--- config.mk ---
export PLATFORM = sky130hd
export DESIGN_NAME = riscv_multicycle_ctrl
export DESIGN_NICKNAME = d
export VERILOG_FILES = /design/src/rtl/riscv_ctrl_pkg.sv /design/src/rtl/riscv_multicycle_ctrl_alu_decoder.sv /design/src/rtl/riscv_multicycle_ctrl.sv
export SDC_FILE = /design/constraint.sdc
export NUM_CORES = 1
export LEC_CHECK = 0
export CAP_MARGIN = 20
export CORE_MARGIN = 2
export CORE_UTILIZATION = 30
export CTS_BUF_LIST = sky130_fd_sc_hd__clkbuf_8
export DETAILED_ROUTE_END_ITERATION = 12
export GPL_ROUTABILITY_DRIVEN = 0
export PLACE_DENSITY = 0.61
export RECOVER_POWER = 100
export SLEW_MARGIN = 20
export SYNTH_ARGS = -nofsm -noshare
export SYNTH_HDL_FRONTEND = slang
export SYNTH_SLANG_ARGS = --single-unit
--- constraint.sdc ---
create_clock -name clk -period 2.98 [get_ports clk]
set_input_delay 0.596 -clock clk [delete_from_list [all_inputs] [get_ports clk]]
set_output_delay 0.596 -clock clk [all_outputs]
set_load 0.02 [all_outputs]
--- src/rtl/riscv_ctrl_pkg.sv ---
// Shared types and encodings for the multicycle RV32I control unit.
package riscv_ctrl_pkg;

    // Main FSM states. With a 4-bit register, some encodings are left unused.
    typedef enum logic [3:0] {
        FETCH    = 4'd0,
        DECODE   = 4'd1,
        MEMADR   = 4'd2,
        MEMREAD  = 4'd3,
        MEMWB    = 4'd4,
        MEMWRITE = 4'd5,
        EXECR    = 4'd6,
        EXECI    = 4'd7,
        ALUWB    = 4'd8,
        BEQ      = 4'd9,
        JAL      = 4'd10,
        TRAP     = 4'd11
    } state_t;

    // Opcodes recognised by the decoder
    localparam logic [6:0] OP_LOAD   = 7'b0000011;
    localparam logic [6:0] OP_STORE  = 7'b0100011;
    localparam logic [6:0] OP_RTYPE  = 7'b0110011;
    localparam logic [6:0] OP_ITYPE  = 7'b0010011;
    localparam logic [6:0] OP_BRANCH = 7'b1100011;
    localparam logic [6:0] OP_JAL    = 7'b1101111;

    // Immediate extender format select
    localparam logic [1:0] IMM_I = 2'b00;
    localparam logic [1:0] IMM_S = 2'b01;
    localparam logic [1:0] IMM_B = 2'b10;
    localparam logic [1:0] IMM_J = 2'b11;

    // ALU operation encodings
    localparam logic [2:0] ALU_ADD = 3'b000;
    localparam logic [2:0] ALU_SUB = 3'b001;
    localparam logic [2:0] ALU_AND = 3'b010;
    localparam logic [2:0] ALU_OR  = 3'b011;
    localparam logic [2:0] ALU_SLT = 3'b101;

    // ALUOp from the main FSM to the ALU decoder
    localparam logic [1:0] ALUOP_ADD   = 2'b00;
    localparam logic [1:0] ALUOP_SUB   = 2'b01;
    localparam logic [1:0] ALUOP_FUNCT = 2'b10;

    // Datapath mux selects
    localparam logic       ADR_PC        = 1'b0;
    localparam logic       ADR_ALUOUT    = 1'b1;
    localparam logic [1:0] RES_ALUOUT    = 2'b00;
    localparam logic [1:0] RES_DATA      = 2'b01;
    localparam logic [1:0] RES_ALURESULT = 2'b10;
    localparam logic [1:0] SRCA_PC       = 2'b00;
    localparam logic [1:0] SRCA_OLDPC    = 2'b01;
    localparam logic [1:0] SRCA_RS1      = 2'b10;
    localparam logic [1:0] SRCB_RS2      = 2'b00;
    localparam logic [1:0] SRCB_IMM      = 2'b01;
    localparam logic [1:0] SRCB_FOUR     = 2'b10;

    // Immediate format chosen purely from the opcode
    function automatic logic [1:0] imm_sel(input logic [6:0] op);
        case (op)
            OP_LOAD, OP_ITYPE: imm_sel = IMM_I;
            OP_STORE:          imm_sel = IMM_S;
            OP_BRANCH:         imm_sel = IMM_B;
            OP_JAL:            imm_sel = IMM_J;
            default:           imm_sel = IMM_I;
        endcase
    endfunction

endpackage

--- src/rtl/riscv_multicycle_ctrl_alu_decoder.sv ---
// ALU decoder: maps ALUOp plus instruction fields to an ALU operation.
module riscv_alu_decoder
    import riscv_ctrl_pkg::*;
(
    input  logic [1:0] aluop,
    input  logic [2:0] funct3,
    input  logic       op5,
    input  logic       funct7b5,
    output logic [2:0] alucontrol
);

    // Fixed add/sub for address and branch math, funct3 decode for ALU instructions
    always_comb begin
        alucontrol = ALU_ADD;
        case (aluop)
            ALUOP_ADD: alucontrol = ALU_ADD;
            ALUOP_SUB: alucontrol = ALU_SUB;
            ALUOP_FUNCT: begin
                case (funct3)
                    3'b000:  alucontrol = (op5 & funct7b5) ? ALU_SUB : ALU_ADD;
                    3'b010:  alucontrol = ALU_SLT;
                    3'b110:  alucontrol = ALU_OR;
                    3'b111:  alucontrol = ALU_AND;
                    default: alucontrol = ALU_ADD;
                endcase
            end
            default: alucontrol = ALU_ADD;
        endcase
    end

endmodule

--- src/rtl/riscv_multicycle_ctrl.sv ---
// Multicycle RV32I control unit: Moore main FSM, ALU decoder and immediate
// select. Optional macro CTRL_ILLEGAL_TRAP_EN sends unknown opcodes to a
// sticky TRAP state that raises illegal_instr; without it they are NOPs.
module riscv_multicycle_ctrl
    import riscv_ctrl_pkg::*;
#(
    parameter int unsigned RESET_STATE_W = 4  // must be at least 4
) (
    input  logic       clk,
    input  logic       reset,
    input  logic [6:0] op,
    input  logic [2:0] funct3,
    input  logic       funct7b5,
    input  logic       zero,
    input  logic       mem_ready,
    output logic       PCWrite,
    output logic       AdrSrc,
    output logic       MemWrite,
    output logic       IRWrite,
    output logic [1:0] ResultSrc,
    output logic [1:0] ALUSrcA,
    output logic [1:0] ALUSrcB,
    output logic [1:0] Immsrc,
    output logic [2:0] ALUControl,
    output logic       RegWrite,
    output logic       illegal_instr
);

    logic [RESET_STATE_W-1:0] state_r;
    logic [RESET_STATE_W-1:0] state_nxt;
    state_t                   state;
    state_t                   next_s;
    logic                     state_ok;
    logic [1:0]               aluop;
    logic                     branch;
    logic                     pcupdate;

    // View the raw register as a state; any bit above the enum marks it invalid
    always_comb begin
        state    = state_t'(state_r[3:0]);
        state_ok = ((state_r >> 4) == '0);
    end

    // State register
    always_ff @(posedge clk) begin
        state_r <= state_nxt;
    end

    // Next-state logic; reset and unused encodings both land in FETCH
    always_comb begin
        next_s = FETCH;
        if (!reset && state_ok) begin
            case (state)
                FETCH:    next_s = mem_ready ? DECODE : FETCH;
                DECODE: begin
                    case (op)
                        OP_LOAD, OP_STORE: next_s = MEMADR;
                        OP_RTYPE:          next_s = EXECR;
                        OP_ITYPE:          next_s = EXECI;
                        OP_BRANCH:         next_s = BEQ;
                        OP_JAL:            next_s = JAL;
`ifdef CTRL_ILLEGAL_TRAP_EN
                        default:           next_s = TRAP;
`else
                        default:           next_s = FETCH;
`endif
                    endcase
                end
                MEMADR:   next_s = (op == OP_LOAD) ? MEMREAD : MEMWRITE;
                MEMREAD:  next_s = mem_ready ? MEMWB : MEMREAD;
                MEMWB:    next_s = FETCH;
                MEMWRITE: next_s = mem_ready ? FETCH : MEMWRITE;
                EXECR:    next_s = ALUWB;
                EXECI:    next_s = ALUWB;
                ALUWB:    next_s = FETCH;
                BEQ:      next_s = FETCH;
                JAL:      next_s = ALUWB;
`ifdef CTRL_ILLEGAL_TRAP_EN
                TRAP:     next_s = TRAP;
`endif
                default:  next_s = FETCH;
            endcase
        end
        state_nxt      = '0;
        state_nxt[3:0] = next_s;
    end

    // Moore outputs per state; reset forces strobes low and FETCH mux selects
    always_comb begin
        aluop         = ALUOP_ADD;
        branch        = 1'b0;
        pcupdate      = 1'b0;
        AdrSrc        = ADR_PC;
        MemWrite      = 1'b0;
        IRWrite       = 1'b0;
        ResultSrc     = RES_ALUOUT;
        ALUSrcA       = SRCA_PC;
        ALUSrcB       = SRCB_RS2;
        RegWrite      = 1'b0;
        illegal_instr = 1'b0;
        if (state_ok) begin
            case (state)
                FETCH: begin
                    ALUSrcB   = SRCB_FOUR;
                    ResultSrc = RES_ALURESULT;
                    IRWrite   = mem_ready;
                    pcupdate  = mem_ready;
                end
                DECODE: begin
                    ALUSrcA = SRCA_OLDPC;
                    ALUSrcB = SRCB_IMM;
                end
                MEMADR: begin
                    ALUSrcA = SRCA_RS1;
                    ALUSrcB = SRCB_IMM;
                end
                MEMREAD: begin
                    AdrSrc = ADR_ALUOUT;
                end
                MEMWB: begin
                    ResultSrc = RES_DATA;
                    RegWrite  = 1'b1;
                end
                MEMWRITE: begin
                    AdrSrc   = ADR_ALUOUT;
                    MemWrite = 1'b1;
                end
                EXECR: begin
                    ALUSrcA = SRCA_RS1;
                    ALUSrcB = SRCB_RS2;
                    aluop   = ALUOP_FUNCT;
                end
                EXECI: begin
                    ALUSrcA = SRCA_RS1;
                    ALUSrcB = SRCB_IMM;
                    aluop   = ALUOP_FUNCT;
                end
                ALUWB: begin
                    RegWrite = 1'b1;
                end
                BEQ: begin
                    ALUSrcA = SRCA_RS1;
                    ALUSrcB = SRCB_RS2;
                    aluop   = ALUOP_SUB;
                    branch  = 1'b1;
                end
                JAL: begin
                    ALUSrcA  = SRCA_OLDPC;
                    ALUSrcB  = SRCB_FOUR;
                    pcupdate = 1'b1;
                end
`ifdef CTRL_ILLEGAL_TRAP_EN
                TRAP: begin
                    illegal_instr = 1'b1;
                end
`endif
                default: ;
            endcase
        end
        if (reset) begin
            aluop         = ALUOP_ADD;
            branch        = 1'b0;
            pcupdate      = 1'b0;
            AdrSrc        = ADR_PC;
            ALUSrcA       = SRCA_PC;
            ALUSrcB       = SRCB_FOUR;
            ResultSrc     = RES_ALURESULT;
            MemWrite      = 1'b0;
            IRWrite       = 1'b0;
            RegWrite      = 1'b0;
            illegal_instr = 1'b0;
        end
        PCWrite = (branch & zero) | pcupdate;
    end

    // Immediate format depends only on the opcode
    always_comb begin
        Immsrc = imm_sel(op);
    end

    riscv_alu_decoder u_alu_decoder (
        .aluop      (aluop),
        .funct3     (funct3),
        .op5        (op[5]),
        .funct7b5   (funct7b5),
        .alucontrol (ALUControl)
    );

endmodule
Yosys cells after proc, flatten, opt, wreduce, memory -nomap -nowiden
Index checks and enable logic that the tools add are counted.
W data, S select, Z words.
{ "totals": {"register_bits": 4, "input_bits": 15, "word_cells": 66} }
{ "classes": {"eq_ne": 21, "muxes": 30, "bitwise": 3, "reduce_logical": 11} }
{ "ops": {"columns": ["cell", "count"], "rows": [
  ["$pmux W4 S6", 1],
  ["$pmux W4 S5", 1],
  ["$eq A4 B3 Y1 const B", 4],
  ["$pmux W2 S2", 4],
  ["$eq A7 B6 Y1 const B", 2],
  ["$eq A7 B7 Y1 const B", 2],
  ["$mux W1", 13],
  ["$eq A4 B4 Y1 const B", 3],
  ["$pmux W3 S4", 1],
  ["$reduce_or A2 Y1", 6],
  ["$mux W3", 3],
  ["$eq A4 B2 Y1 const B", 2],
  ["$mux W2", 4],
  ["$eq A7 B2 Y1 const B", 1],
  ["$eq A7 B5 Y1 const B", 1],
  ["$eq A3 B3 Y1 const B", 2],
  ["$pmux W2 S3", 1],
  ["$pmux W3 S2", 1],
  ["$reduce_or A3 Y1", 2],
  ["$eq A4 B1 Y1 const B", 1],
  ["$logic_not A4 Y1", 1],
  ["$reduce_or A4 Y1", 1],
  ["$eq A3 B2 Y1 const B", 1],
  ["$logic_not A3 Y1", 1],
  ["other kinds (5)", 6]
]} }

Longest topological paths before layout
{ "depth": {"word_depth": 6, "ltp_mapped": 7, "mapped_depth_nobuf": 6} }

By module
A second synthesis with hierarchy kept.
{ "unflattened": {"cells_unflattened": 97, "hier_area_um2": 674.4} }
{ "by_module_without_submodules": {"columns": ["module", "instances", "cells_per_inst", "area_per_inst_um2", "seq_area_each_um2"], "rows": [
  ["riscv_multicycle_ctrl", 1, 86, 578.1, 80.1],
  ["riscv_alu_decoder", 1, 11, 96.3, 0.0]
]} }

Worst setup path after synthesis
OpenSTA, ideal clock, no wires.
{ "synth_path": {"kind": "input to output", "startpoint": "input reset", "endpoint": "output ALUControl[2]", "arrival_time_ns": 1.975, "required_ns": 2.384, "setup_slack_ns": 0.409, "path_stages": 4, "path_buffers": 0, "path_cell_list": "nor3_1 inv_1 ha_1 nor4_1"} }
{ "synth_via": {"elab_chain_cells": 3, "elab_cells_between_ends": 4, "cone_classes": "eq/ne (2); mux (2)"} }
{ "synth_lines": {"columns": ["item", "line_no", "source"], "rows": [
  ["from (decl)", "riscv_multicycle_ctrl.sv:10", "input logic reset,"],
  ["$mux W2 *", "riscv_multicycle_ctrl.sv:160", "if (reset) begin"],
  ["$eq A2 B2 Y1 or $eq A2 B1 Y1 (tied branches)", "riscv_multicycle_ctrl_alu_decoder.sv:15", "case (aluop)"],
  ["$pmux W3 S2 *", "riscv_multicycle_ctrl_alu_decoder.sv:15", null],
  ["to (decl)", "riscv_multicycle_ctrl.sv:24", "output logic [2:0] ALUControl,"]
]} }
Every way passes the cells marked *; elsewhere a longest branch is shown, timed or not.

Final worst setup path
{ "layout_path": {"startpoint": "input op[5]", "endpoint": "output Immsrc[1]"} }
{ "layout_via": {"elab_chain_cells": 2, "elab_cells_between_ends": 4, "cone_classes": "eq/ne (3); mux (1)"} }
{ "layout_lines": {"columns": ["item", "line_no", "source"], "rows": [
  ["from (decl)", "riscv_multicycle_ctrl.sv:11", "input logic [6:0] op,"],
  ["$eq A7 B7 Y1 or $eq A7 B6 Y1 (tied branches)", "riscv_ctrl_pkg.sv:61", "case (op)"],
  ["$pmux W2 S3 *", "riscv_ctrl_pkg.sv:61", null],
  ["to (decl)", "riscv_multicycle_ctrl.sv:23", "output logic [1:0] Immsrc,"]
]} }
Marks and branches as above.

==> out/metrics.cfg <==
[outcome]
status=complete, no violations

[placement]
dp_cells=161
dp_slack_ns=-0.260
io_buffers=30
hpwl_mm=1.47
place_area_um2=1040

[final_layout]
syn_to_final_growth_pct=66.7
fin_cells=164
largest_reg_flops=4
n_antenna_cell=0
final_area_um2=1060
drive_gt1_share_pct=13.9
nets=156
nFillCells=201

[worst_hold_path]
worstHoldPathType=flip-flop to flip-flop
hold_depth=3

[detailed_routing]
route.detailed.drc=0
viasPerCell=4.98
met2_length_um=898
drt_first_pass_iters=4
ant_nets=0
routed_wl_mm=1.81
drt-initial-drc-count=9
wl_met3_um=104
m1WireLength_um=804
routedWlPerCell_um=11.0
vias=817
top_layer=met3

[sta]
tns_ns=0
fin_ws_ns=0.117
grt_setup_unrepaired=no
slew_violations=0
hold_viol_final=0
setup_viol=0
layout_min_cycle_time_ns=2.86
post-route-period-util_pct=96.1
max_freq_mhz=349
skew_ns=0.00222

[power]
seq_power_share_pct=23.1
p_int_uw=180
swShare_pct=24.8
finalPower_uw=240
power.density_nw_per_um2=225
p_clk_share_pct=46.1
ir_worst_vdd_v=0.000274
p_switching_uw=59.3
p_leak_nw=0.420
p_comb_share_pct=30.7

[global_route]
grt_pass1_vias=727
grt_max_degree=17
grt_pass1_wl_mm=2.97
antenna_found_initial=0
grt_util_all_layers_pct=14.9
grt_overflow=0

[setup_path]
slowest_delay_ns=0.67
critical-path-top-delay-family=buffers and inverters
crit_arrival_ns=2.27
crit_chain=clkdlybuf4s50_1, nand3b_1, nor3b_1, clkdlybuf4s50_1
cp-start-kind=primary input
critical-path-top-cell-by-count=clkdlybuf4s50_1
timing.setup.critical_path_class=primary input to primary output
end_kind=primary output
crit_fanout=6
path_depth=4
critPathBufInv=2
cp.required_ns=2.38
worstRegToRegCells=5
cp_slowest_cell=clkdlybuf4s50_1

[yosys]
syn_area_um2=638
yosysTopAreaCell=dfxtp_1
ys_warn_count=0
synth_ff_type=dfxtp_1
ys_seq_area_share_pct=12.5
synth-edff-count=0
synth_cells=97
syn_area_per_cell_um2=6.58
synthTopCellsByArea=dfxtp_1 (13%), nor2_1 (8.2%), nand2b_1 (5.9%), nand2_1 (4.1%), ha_1 (3.9%)
synth_cell_type_count=38
synth_seq_cells=4
yosysTopAreaCellShare_pct=12.5
synth-async-reset-ratio_pct=0
syn-num-nets=114

[clock_network]
clockBufferDepth=2
htree_levels=1
clk_latency_ns=0.21
numCtsBuffers=3
postCtsSetupRepairBufs=0
cts.sinks=4
clk_pin_slew_ns=0.03
cts_tree=done
cts_root_buffer=clkbuf_8

[flow_run]
drv_cap=0

[die]
dieArea_um2=2510
initial_utilization_pct=32.2
core_um2=1980
pin_count=32
die_x_um=50.1
die_h_um=50.1
rows=16

-- worst reg2reg max path, cell delays in order (launching register included) --
cell and delay, ns:
dfxtp_1 0.30, buf_4 0.17, nand2b_1 0.20, nor3_2 0.18, or4b_1 0.45, a31oi_1 0.16
-- synth_stat cells (2+ instances only) --
cell type  count
a21o_1         2
a21oi_1        4
a31oi_1        3
and2_1         2
buf_2          2
clkbuf_1       3
dfxtp_1        4
ha_1           2
inv_1          5
mux2i_1        2
nand2_1        7
nand2b_1       6
nand3_1        2
nand4_1        3
nor2_1        14
nor3_1         5
nor3_2         2
nor3b_1        3
nor4_1         2
o21ai_0        4
o21bai_1       2
xnor2_1        2
-- logic make-up (layout without fill, tap and decap cells) --
family	Yosys count	in the layout	share of synthesized area, %
simple gates	53	53	46.5
compound gates	21	21	21.8
buf+inv	11	51	7.45
flops	4	4	12.5
xor+xnor	3	3	4.12
fa+ha+maj	2	2	3.92
mux	2	2	3.14
other cells	1	1	0.588
-- power groups by stage --
stage          clock (mW)  sequential (mW)  combinational, mW
2_1_floorplan           0           0.0565             0.0320
3_3_place_gp            0           0.0561             0.0746
3_5_place_dp            0           0.0562             0.0752
4_1_cts             0.114           0.0555             0.0758
5_1_grt             0.119           0.0556             0.0801
6_report            0.111           0.0554             0.0737
-- layer usage --
layer,GRT usage (%),vias up
met5,0,-
met4,1.39,0
met3,4.24,0
met2,27.0,33
met1,17.9,353
li1,-,431
-- placed cells by master (no fill, tap or decap), types with 2 or more instances in the layout --
cell,n
inv_1,5
nor3b_1,3
clkdlybuf4s50_1,16
nand2_1,7
clkbuf_1,2
xnor2_1,2
nand3_1,2
a21o_1,2
a31oi_1,3
clkbuf_8,3
dfxtp_1,4
nand2b_1,6
nor4_1,2
buf_4,13
mux2i_1,2
a21oi_1,4
o21bai_1,2
nor3_2,2
dlygate4sd3_1,10
and2_1,2
nor2_1,14
nand4_1,3
ha_1,2
nor3_1,5
o21ai_0,4
-- worst paths after layout --
| kind | start | end | slack [ns] |
|---|---|---|---|
| max | op[5] | Immsrc[1] | 0.12 |
| min | state[0]$_SDFF_PP0_ | state[1]$_SDFF_PP0_ | 0.70 |
| max reg2reg | state[0]$_SDFF_PP0_ | state[1]$_SDFF_PP0_ | 1.44 |
| min reg2reg | state[0]$_SDFF_PP0_ | state[1]$_SDFF_PP0_ | 0.70 |
-- repair_timing --
action / 4_1_cts / 5_1_grt
endpoints found under the setup margin: 2 / 3
pin swaps: 0 / 0
gates cloned: 0 / 0
hold buffers: 0 / 0
hold endpoints to repair: 0 / 0
gates resized for setup: 3 / 6
-- final cells by class --
class | instances | area, µm² | area share [%]
Tap cell | 27 | 33.8 | 3.18
Sequential cell | 4 | 80.1 | 7.53
Inverter | 5 | 18.8 | 1.76
Timing Repair Buffer | 43 | 379 | 35.6
Clock buffer | 3 | 41.3 | 3.88
Multi-Input combinational cell | 82 | 510 | 48.0
-- stage by stage --
step,utilization (%),hold WS (ns)
after floorplan,-,0.609
after global placement,52.5,0.717
after detailed placement,52.5,0.703
after CTS,54.7,0.710
after global routing,53.7,0.748
final,53.7,0.705
Note: power is estimated with default switching activity, not from simulation.
